[config.mk]
export PLATFORM = sky130hd
export DESIGN_NAME = pump_dose_scheduler
export DESIGN_NICKNAME = d
export VERILOG_FILES = /design/src/rtl/pump_pkg.sv /design/src/rtl/pump_rr_arbiter.sv /design/src/rtl/pump_dose_scheduler.sv
export SDC_FILE = /design/constraint.sdc
export NUM_CORES = 1
export LEC_CHECK = 0
export CAP_MARGIN = 25
export CELL_PAD_IN_SITES_DETAIL_PLACEMENT = 0
export CELL_PAD_IN_SITES_GLOBAL_PLACEMENT = 2
export CORE_ASPECT_RATIO = 1.25
export CORE_MARGIN = 3
export CORE_UTILIZATION = 40
export DETAILED_ROUTE_END_ITERATION = 8
export PLACE_DENSITY = 0.86
export RECOVER_POWER = 50
export SKIP_CTS_REPAIR_TIMING = 1
export SKIP_LAST_GASP = 1
export SYNTH_ARGS = -nofsm -noshare
export SYNTH_HDL_FRONTEND = slang
export SYNTH_SLANG_ARGS = --single-unit
[constraint.sdc]
create_clock -name clk -period 9.4 [get_ports clk]
set_clock_uncertainty 0.15 [all_clocks]
set_input_delay 1.88 -clock clk [delete_from_list [all_inputs] [get_ports clk]]
set_output_delay 1.88 -clock clk [all_outputs]
set_load 0.05 [all_outputs]
[src/rtl/pump_pkg.sv]
// Shared state type, sizing constants and the one-hot helper used by the
// pump dose scheduler and its round-robin arbiter.
package pump_pkg;

    localparam int NUM_PUMPS_MAX = 8;
    localparam int PULSE_W       = 8;
    localparam int ID_W          = 3;

    typedef enum logic [1:0] {
        IDLE,
        ON,
        GAP
    } pump_state_e;

    function automatic logic [NUM_PUMPS_MAX-1:0] onehot(input logic [ID_W-1:0] idx);
        return NUM_PUMPS_MAX'(1) << idx;
    endfunction

endpackage

[src/rtl/pump_rr_arbiter.sv]
// Combinational round-robin pick: first set candidate scanning upward from
// pointer+1 with wrap-around.
module pump_rr_arbiter
    import pump_pkg::*;
#(
    parameter int NUM_PUMPS = 3
)(
    input  logic [NUM_PUMPS-1:0] candidates_i,
    input  logic [ID_W-1:0]      pointer_i,
    output logic                 grant_valid_o,
    output logic [ID_W-1:0]      grant_idx_o
);

    int   idx;
    logic hit;

    // Walk the scan from the far end back toward pointer+1 so the last hit
    // written is the nearest one, which avoids a separate found flag.
    always_comb begin
        grant_valid_o = 1'b0;
        grant_idx_o   = '0;
        idx           = 0;
        hit           = 1'b0;
        for (int k = NUM_PUMPS; k >= 1; k--) begin
            idx = (int'(pointer_i) + k) % NUM_PUMPS;
            hit = |(candidates_i & (NUM_PUMPS'(1) << idx));
            if (hit) begin
                grant_valid_o = 1'b1;
                grant_idx_o   = ID_W'(idx);
            end
        end
    end

endmodule

[src/rtl/pump_dose_scheduler.sv]
// Serialises pump dose requests so only one pump is energised at a time,
// timing each pulse in seconds and forcing an idle gap between pulses.
module pump_dose_scheduler
    import pump_pkg::*;
#(
    parameter int NUM_PUMPS  = 3,
    parameter int CLOCK_FREQ = 1_000_000,
    parameter int GAP_CYCLES = 1000
)(
    input  logic                 clk,
    input  logic                 rst,
    input  logic [NUM_PUMPS-1:0] req,
    input  logic                 cancel,
    input  logic [PULSE_W-1:0]   pulse_on_time,
    output logic [NUM_PUMPS-1:0] pump_out,
    output logic [ID_W-1:0]      active_id,
    output logic                 busy,
    output logic [NUM_PUMPS-1:0] pending,
    output logic                 done
);

    localparam int PRESC_W = (CLOCK_FREQ > 1) ? $clog2(CLOCK_FREQ) : 1;
    localparam int GAP_W   = (GAP_CYCLES > 0) ? $clog2(GAP_CYCLES + 1) : 1;
    localparam logic [PRESC_W-1:0] PRESC_LAST = PRESC_W'(CLOCK_FREQ - 1);
    localparam logic [GAP_W-1:0]   GAP_LAST   = GAP_W'((GAP_CYCLES > 0) ? GAP_CYCLES - 1 : 0);
    localparam pump_state_e        PULSE_END_STATE = (GAP_CYCLES == 0) ? IDLE : GAP;

    pump_state_e          state_q, state_d;
    logic [NUM_PUMPS-1:0] pumpOut_q, pumpOut_d;
    logic [ID_W-1:0]      activeId_q, activeId_d;
    logic                 busy_q, busy_d;
    logic [NUM_PUMPS-1:0] pending_q, pending_d;
    logic                 done_q, done_d;
    logic [ID_W-1:0]      ptr_q, ptr_d;
    logic [PRESC_W-1:0]   presc_q, presc_d;
    logic [PULSE_W-1:0]   sec_q, sec_d;
    logic [PULSE_W-1:0]   dur_q, dur_d;
    logic [GAP_W-1:0]     gap_q, gap_d;

    logic [NUM_PUMPS-1:0] candidates;
    logic [NUM_PUMPS-1:0] grantMask;
    logic                 grantValid;
    logic [ID_W-1:0]      grantIdx;
    logic                 endPulse;

    pump_rr_arbiter #(
        .NUM_PUMPS (NUM_PUMPS)
    ) u_arbiter (
        .candidates_i  (candidates),
        .pointer_i     (ptr_q),
        .grant_valid_o (grantValid),
        .grant_idx_o   (grantIdx)
    );

    always_ff @(posedge clk) begin
        if (rst) begin
            state_q    <= IDLE;
            pumpOut_q  <= '0;
            activeId_q <= '0;
            busy_q     <= 1'b0;
            pending_q  <= '0;
            done_q     <= 1'b0;
            ptr_q      <= ID_W'(NUM_PUMPS - 1);
            presc_q    <= '0;
            sec_q      <= '0;
            dur_q      <= '0;
            gap_q      <= '0;
        end else begin
            state_q    <= state_d;
            pumpOut_q  <= pumpOut_d;
            activeId_q <= activeId_d;
            busy_q     <= busy_d;
            pending_q  <= pending_d;
            done_q     <= done_d;
            ptr_q      <= ptr_d;
            presc_q    <= presc_d;
            sec_q      <= sec_d;
            dur_q      <= dur_d;
            gap_q      <= gap_d;
        end
    end

    always_comb begin
        state_d    = state_q;
        pumpOut_d  = pumpOut_q;
        activeId_d = activeId_q;
        busy_d     = busy_q;
        pending_d  = pending_q;
        done_d     = 1'b0;
        ptr_d      = ptr_q;
        presc_d    = presc_q;
        sec_d      = sec_q;
        dur_d      = dur_q;
        gap_d      = gap_q;
        endPulse   = 1'b0;
        candidates = pending_q | req;
        grantMask  = NUM_PUMPS'(onehot(grantIdx));

        unique case (state_q)
            IDLE: begin
                if (grantValid && !cancel) begin
                    state_d    = ON;
                    pumpOut_d  = grantMask;
                    activeId_d = grantIdx;
                    busy_d     = 1'b1;
                    ptr_d      = grantIdx;
                    pending_d  = candidates & ~grantMask;
                    dur_d      = (pulse_on_time == '0) ? PULSE_W'(1) : pulse_on_time;
                    presc_d    = '0;
                    sec_d      = '0;
                end
            end
            ON: begin
                // A repeat request for the pump already running is discarded.
                pending_d = pending_q | (req & ~pumpOut_q);
                if (cancel) begin
                    endPulse = 1'b1;
                end else if (presc_q == PRESC_LAST) begin
                    presc_d = '0;
                    if (sec_q + PULSE_W'(1) == dur_q) begin
                        endPulse = 1'b1;
                        done_d   = 1'b1;
                    end else begin
                        sec_d = sec_q + PULSE_W'(1);
                    end
                end else begin
                    presc_d = presc_q + PRESC_W'(1);
                end
                if (endPulse) begin
                    state_d    = PULSE_END_STATE;
                    pumpOut_d  = '0;
                    activeId_d = '0;
                    busy_d     = 1'b0;
                    presc_d    = '0;
                    sec_d      = '0;
                    gap_d      = '0;
                end
            end
            GAP: begin
                pending_d = pending_q | req;
                if (gap_q == GAP_LAST) begin
                    state_d = IDLE;
                    gap_d   = '0;
                end else begin
                    gap_d = gap_q + GAP_W'(1);
                end
            end
            default: begin
                state_d = IDLE;
            end
        endcase

        if (cancel) begin
            pending_d = '0;
        end
    end

    assign pump_out  = pumpOut_q;
    assign active_id = activeId_q;
    assign busy      = busy_q;
    assign pending   = pending_q;
    assign done      = done_q;

endmodule

==> Word level (Yosys, flattened, before mapping) <==
Index checks and enable logic that the tools add are counted.
{ "classes": {"addsub": 6, "div": 3, "eq_ne": 11, "n_shift": 4, "muxes": 39, "bitwise": 10, "n_reduce_logical": 19} }
{ "op_table": {"columns": ["cell", "n"], "rows": [
  ["remainder unit 32 x 3 -> 32 bit, second input constant", 3],
  ["left shift 1 x 32 -> 3 bit, first input constant", 3],
  ["2-to-1 mux 20 bit", 4],
  ["2-to-1 mux 8 bit", 6],
  ["case mux 20 bit (2 select lines)", 1],
  ["2-to-1 mux 3 bit", 7],
  ["adder 20 x 1 -> 20 bit, second input constant", 1],
  ["equality test 20 bit, second input constant", 1],
  ["2-to-1 mux 10 bit", 2],
  ["case mux 10 bit (2 select lines)", 1],
  ["case mux 8 bit (2 select lines)", 1],
  ["AND 3 bit", 5],
  ["case mux 3 bit (2 select lines)", 2],
  ["OR reduction 3 bit", 4],
  ["adder 10 x 1 -> 10 bit, second input constant", 1],
  ["equality test 10 bit, second input constant", 1],
  ["2-to-1 mux 1 bit", 9],
  ["!= test 3 bit, second input constant", 3],
  ["case mux 3 bit (3 select lines)", 1],
  ["AND reduction 3 bit", 3],
  ["adder 3 x 2 -> 4 bit, second input constant", 2],
  ["adder 8 x 1 -> 8 bit, second input constant", 1],
  ["equality test 8 bit", 1],
  ["logical NOT 8 bit", 1],
  ["other kinds (19)", 28]
]} }
{ "totals": {"ff_bits": 62, "inputBits": 14, "output_inout_bits": 11} }

==> Logic depth before layout (Yosys ltp) <==
{ "logic_depth": {"word_depth": 13, "mapped_depth": 25} }

==> By module <==
A second synthesis with hierarchy kept.
{ "hier_totals": {"cells_unflattened": 635, "area_unflattened_um2": 4819.6} }
{ "by_module_without_submodules": {"columns": ["mod", "instances", "cells_each", "area_per_inst_um2"], "rows": [
  ["pump_dose_scheduler", 1, 419, 3315.7],
  ["pump_rr_arbiter", 1, 216, 1503.9]
]} }

==> Worst setup path after synthesis <==
OpenSTA, ideal clock, no wires.
{ "synth_path": {"kind": "register to register", "from": "reg ptr_q[0]", "to": "reg presc_q[0]", "arrival_time_ns": 5.188, "path_slack_ns": 3.947, "path_stages_with_launch": 26, "path_buffers": 6, "synth_period_minus_slack_ns": 5.453, "path_cell_list": "dfxtp_1 buf_2 clkbuf_1 buf_1 inv_1 ha_1 clkbuf_1 inv_1 ha_1 ha_1 a21o_1 o21ai_0 nand2_1 ha_1 or4bb_1 nor4_1 a211oi_1 nand4_1 a211o_1 a221oi_2 a211oi_2 nor3_2 or2_1 buf_2 buf_4 nor2_1"} }
{ "synth_between": {"elab_chain_len": 11, "word_cells_on_any_way": 21, "cone_classes": "3 x add/sub; 3 x div; 1 x eq/ne; 3 x shift; 3 x mux; 3 x bitwise; 5 x reduce/logical"} }
{ "synth_lines": {"columns": ["item", "line_no", "source"], "rows": [
  ["from (decl)", "pump_dose_scheduler.sv:34", "logic [ID_W-1:0] ptr_q, ptr_d;"],
  ["from (signal assigned)", "pump_dose_scheduler.sv:63", "ptr_q <= ID_W'(NUM_PUMPS - 1);"],
  ["from (signal assigned)", "pump_dose_scheduler.sv:75", "ptr_q <= ptr_d;"],
  ["adder 3 x 2 -> 4 bit", "pump_rr_arbiter.sv:25", "idx = (int'(pointer_i) + k) % NUM_PUMPS;"],
  ["remainder unit 32 x 3 -> 32 bit", "pump_rr_arbiter.sv:25", null],
  ["left shift 1 x 32 -> 3 bit", "pump_rr_arbiter.sv:26", "hit = |(candidates_i & (NUM_PUMPS'(1) << idx));"],
  ["AND 3 bit", "pump_rr_arbiter.sv:26", null],
  ["OR reduction 3 bit", "pump_rr_arbiter.sv:26", null],
  ["2-to-1 mux 1 bit (2 in series)", "pump_rr_arbiter.sv:27", "if (hit) begin"],
  ["2-to-1 mux 1 bit (*)", "pump_rr_arbiter.sv:27", null],
  ["logical AND 1 bit (*)", "pump_dose_scheduler.sv:101", "if (grantValid && !cancel) begin"],
  ["!= test 2 bit (no source line) (*)", null, null],
  ["AND reduction 3 bit (no source line) (*)", null, null],
  ["to (signal assigned)", "pump_dose_scheduler.sv:76", "presc_q <= presc_d;"],
  ["to (decl)", "pump_dose_scheduler.sv:35", "logic [PRESC_W-1:0] presc_q, presc_d;"]
]} }
Every way passes the cells marked *; elsewhere a longest branch is shown, timed or not.
A chain may end at the register's enable or synchronous reset.

==> Worst setup path after layout <==
{ "layout_path": {"from": "reg ptr_q[0]", "to": "reg pumpOut_q[0] (netlist: pump_out[0])"} }
{ "layout_between": {"elab_chain_len": 11, "word_cells_on_any_way": 27, "cone_classes": "3 x add/sub; 3 x div; 1 x eq/ne; 4 x shift; 8 x mux; 3 x bitwise; 5 x reduce/logical"} }
{ "layout_lines": {"columns": ["item", "line_no", "source"], "rows": [
  ["adder 3 x 2 -> 4 bit", "pump_rr_arbiter.sv:25", null],
  ["remainder unit 32 x 3 -> 32 bit", "pump_rr_arbiter.sv:25", null],
  ["left shift 1 x 32 -> 3 bit", "pump_rr_arbiter.sv:26", null],
  ["AND 3 bit", "pump_rr_arbiter.sv:26", null],
  ["OR reduction 3 bit", "pump_rr_arbiter.sv:26", null],
  ["2-to-1 mux 3 bit / 2-to-1 mux 1 bit (equally long branches) (3 in series)", "pump_rr_arbiter.sv:27", null],
  ["left shift 1 x 3 -> 3 bit / logical AND 1 bit (equally long branches)", "pump_pkg.sv:16, pump_dose_scheduler.sv:101", null],
  ["2-to-1 mux 3 bit / != test 2 bit (equally long branches)", null, null],
  ["case mux 3 bit (2 select lines) / AND reduction 3 bit (equally long branches)", null, null],
  ["to (signal assigned)", "pump_dose_scheduler.sv:70", "pumpOut_q <= pumpOut_d;"],
  ["to (decl)", "pump_dose_scheduler.sv:29", "logic [NUM_PUMPS-1:0] pumpOut_q, pumpOut_d;"]
]} }
Several ways; a longest one is shown, not always the timed one. The select of a mux whose other input is x is not followed.

==> reports/metrics.csv <==
metric,value,unit
status,finished with violations,
failing checks,"max-capacitance violations, max-slew violations",
DIE AREA,13800,um^2
register area share after synthesis,25.0,%
minimum clock period,7.43,ns
Pleak,0.00207,uW
vias in the first global route,4368,
Hold/Removal Path Class,flip-flop to flip-flop,
Total Neg Setup Slack,0,ns
CTS Buf Count,9,
Max clock buf depth,2,
Fmax,135,MHz
WS Path Type,flip-flop to flip-flop,
startpoint types,flip-flop,
filler cell count,1214,
Hold Path Sink,busy$_SDFFE_PP0P_,
I/O Buffers,24,
wire length of the first global-routing pass,21.1,mm
initial core utilization,41.9,%
Worst-Skew Late Latency,0.33,ns
"Slew Viols, Final",16,
Vias,4528,
Final Routed Wirelength,12.4,mm
DIE HEIGHT,130,um
crit end category,flip-flop,
dpl hpwl,9.17,mm
final hold slack,0.293,ns
GPL Wtd Cong,0.898,
vias per cell,5.67,
#FFs+latches synth,62,
synthesized instance count,621,
DRT iter0 DRCs,160,
"IR drop worst, VDD",0.292,mV
CTS tree,yes,
ANT cells,0,
"EDFF count, synth",0,
relative slew slack,-62.9,%
Final nets,677,
Synth top area share,25.0,%
RSZ-0062 raised after global routing,no,
gr usage total,18.5,%
DP Worst Slack,3.07,ns
top post-synthesis cells by area,"dfxtp_1, ha_1, xnor2_1",
CTS clock-pin slew for the worst setup and hold paths,0.05,ns
fin cells,798,
FF-to-FF End,pump_out[0]$_SDFFE_PP0P_,
Max-Cap Viols,1,
Residual DRC,0,
core area,11800,um^2
Worst Path Required,9.52,ns
most used flip-flop cell after synthesis,dfxtp_1,
synthesized net count,666,
Synth area leader,dfxtp_1,
largest net degree at the start of global routing,28,
R2R setup slack,1.97,ns
share of cells above drive strength 1,7.69,%
cell with the most instances after synthesis,nor2_1,
WHS Path Cells,1,
num ports,25,
WL met1,5.53,mm
max layer used,met4,
die width,106,um
Synth Area per Inst,7.98,um^2
Post-Place Cells,782,
most instantiated cells after synthesis,"nor2_1, dfxtp_1, nand2_1, xnor2_1, ha_1",
R2R cell count,20,
Final period util,79.0,%
Critical Path AT,7.55,ns
min-delay src,busy$_SDFFE_PP0P_,
initial antenna violation count,0,
grt total ovfl,0,
CTS H-tree lvls,3,
DR pass1 iterations,4,
met3 WL post-DR,341,um
Routed Antenna Nets,0,
CTS root buf,clkbuf_16,
Sink Count,62,
DR WL met2,6.24,mm
Synth Warn #,0,
Slew @ Worst Pin,2.44,ns
final count of hold timing violations,0,
crit-path max FO,27,
Wirelength per Cell,15.5,um
asr flop ratio synth,0,%
synthesized area,4960,um^2
Area Overhead vs Synth,12.0,%
count of final setup violators,0,
Setup WS post-layout,1.97,ns
reg2reg start,ptr_q[0]$_SDFFE_PP0P_,
pwr dens,401,nW/um^2
synth unique cells,88,
FP Rows,44,
## stage by stage
stage                     utilization (%)  cell area, um^2  total power [uW]
after global routing                 46.9             5550              2430
after CTS                            47.3             5590              2300
after floorplan                         -             4960              1660
final                                46.9             5550              2220
after global placement               44.7             5290              1940
after detailed placement             44.7             5290              1960
## power breakdown
part           internal (uW)  switching (uW)  leakage, uW
logic                    584             980      0.00142
registers                297            32.8     0.000502
clock network            211             120     0.000148
total                   1090            1130      0.00207
## final cells by class
class / instances / area (um^2) / share of cell area [%]
multi-input combinational: 505 / 3450 / 62.1
tap: 161 / 201 / 3.63
sequential: 62 / 1240 / 22.4
inverter: 26 / 97.6 / 1.76
clock inverter: 6 / 61.3 / 1.10
clock buffer: 10 / 239 / 4.31
timing repair buffer: 28 / 263 / 4.74
## state kept, by name, indices dropped and copies added (netlist names)
register / flops
done: 1
gap_q: 10
presc_q: 20
pending: 3
pump_out: 3
active_id: 3
sec_q: 8
busy: 1
dur_q: 8
state_q: 2
ptr_q: 3
## cell families (layout without fill, tap and decap cells)
logic type | Yosys count | after routing | synth area share [%]
adders and majority gates | 31 | 31 | 7.83
muxes | 19 | 19 | 3.91
buffers and inverters | 54 | 70 | 4.67
DFF | 62 | 62 | 25.0
xor gates and xnor gates | 47 | 47 | 8.84
and+or+nand+nor | 264 | 264 | 28.8
AOI/OAI and AO/OA | 144 | 144 | 21.0
## worst max-delay path, stage by stage (launching register included)
cell,delay [ns]
dfxtp_1,0.35
buf_4,0.24
ha_1,0.26
xnor2_1,0.70
nor2_1,0.25
ha_1,0.32
ha_1,0.37
a21o_1,0.26
o211ai_1,0.30
inv_1,0.11
ha_1,0.25
inv_1,0.11
o31ai_1,0.07
a221o_1,0.40
xnor2_1,0.23
a221oi_1,0.14
nor3_4,0.28
a211oi_1,0.11
nor3b_1,1.89
and2_1,0.40
a22o_1,0.16
## cells in the final DEF (no fill, tap or decap), types with 15 or more instances in the layout
| cell type | n |
|---|---|
| a21oi_1 | 29 |
| and3_1 | 15 |
| dfxtp_1 | 62 |
| ha_1 | 31 |
| inv_1 | 25 |
| mux2i_1 | 16 |
| nand2_1 | 47 |
| nand3_1 | 21 |
| nor2_1 | 75 |
| nor3_1 | 21 |
| o21ai_0 | 23 |
| xnor2_1 | 33 |
## routing by layer
metal	GRT usage [%]	vias to the layer above
li1	-	2291
met1	22.4	2153
met2	33.0	69
met3	3.00	15
met5	0	-
met4	7.32	0
## how the worst max path moves through the flow
stage,from,to,slack (ns),depth (start not counted)
finish,ptr_q[0]$_SDFFE_PP0P_,pump_out[0]$_SDFFE_PP0P_,1.97,20
global route,ptr_q[0]$_SDFFE_PP0P_,pump_out[0]$_SDFFE_PP0P_,1.29,20
CTS,ptr_q[0]$_SDFFE_PP0P_,presc_q[10]$_SDFFE_PP0P_,3.02,21
floorplan,ptr_q[0]$_SDFFE_PP0P_,presc_q[0]$_SDFFE_PP0P_,3.95,25
global placement,ptr_q[0]$_SDFFE_PP0P_,presc_q[13]$_SDFFE_PP0P_,3.23,21
detailed placement,ptr_q[0]$_SDFFE_PP0P_,presc_q[6]$_SDFFE_PP0P_,3.07,21
Note: power is estimated with default switching activity, not from simulation.
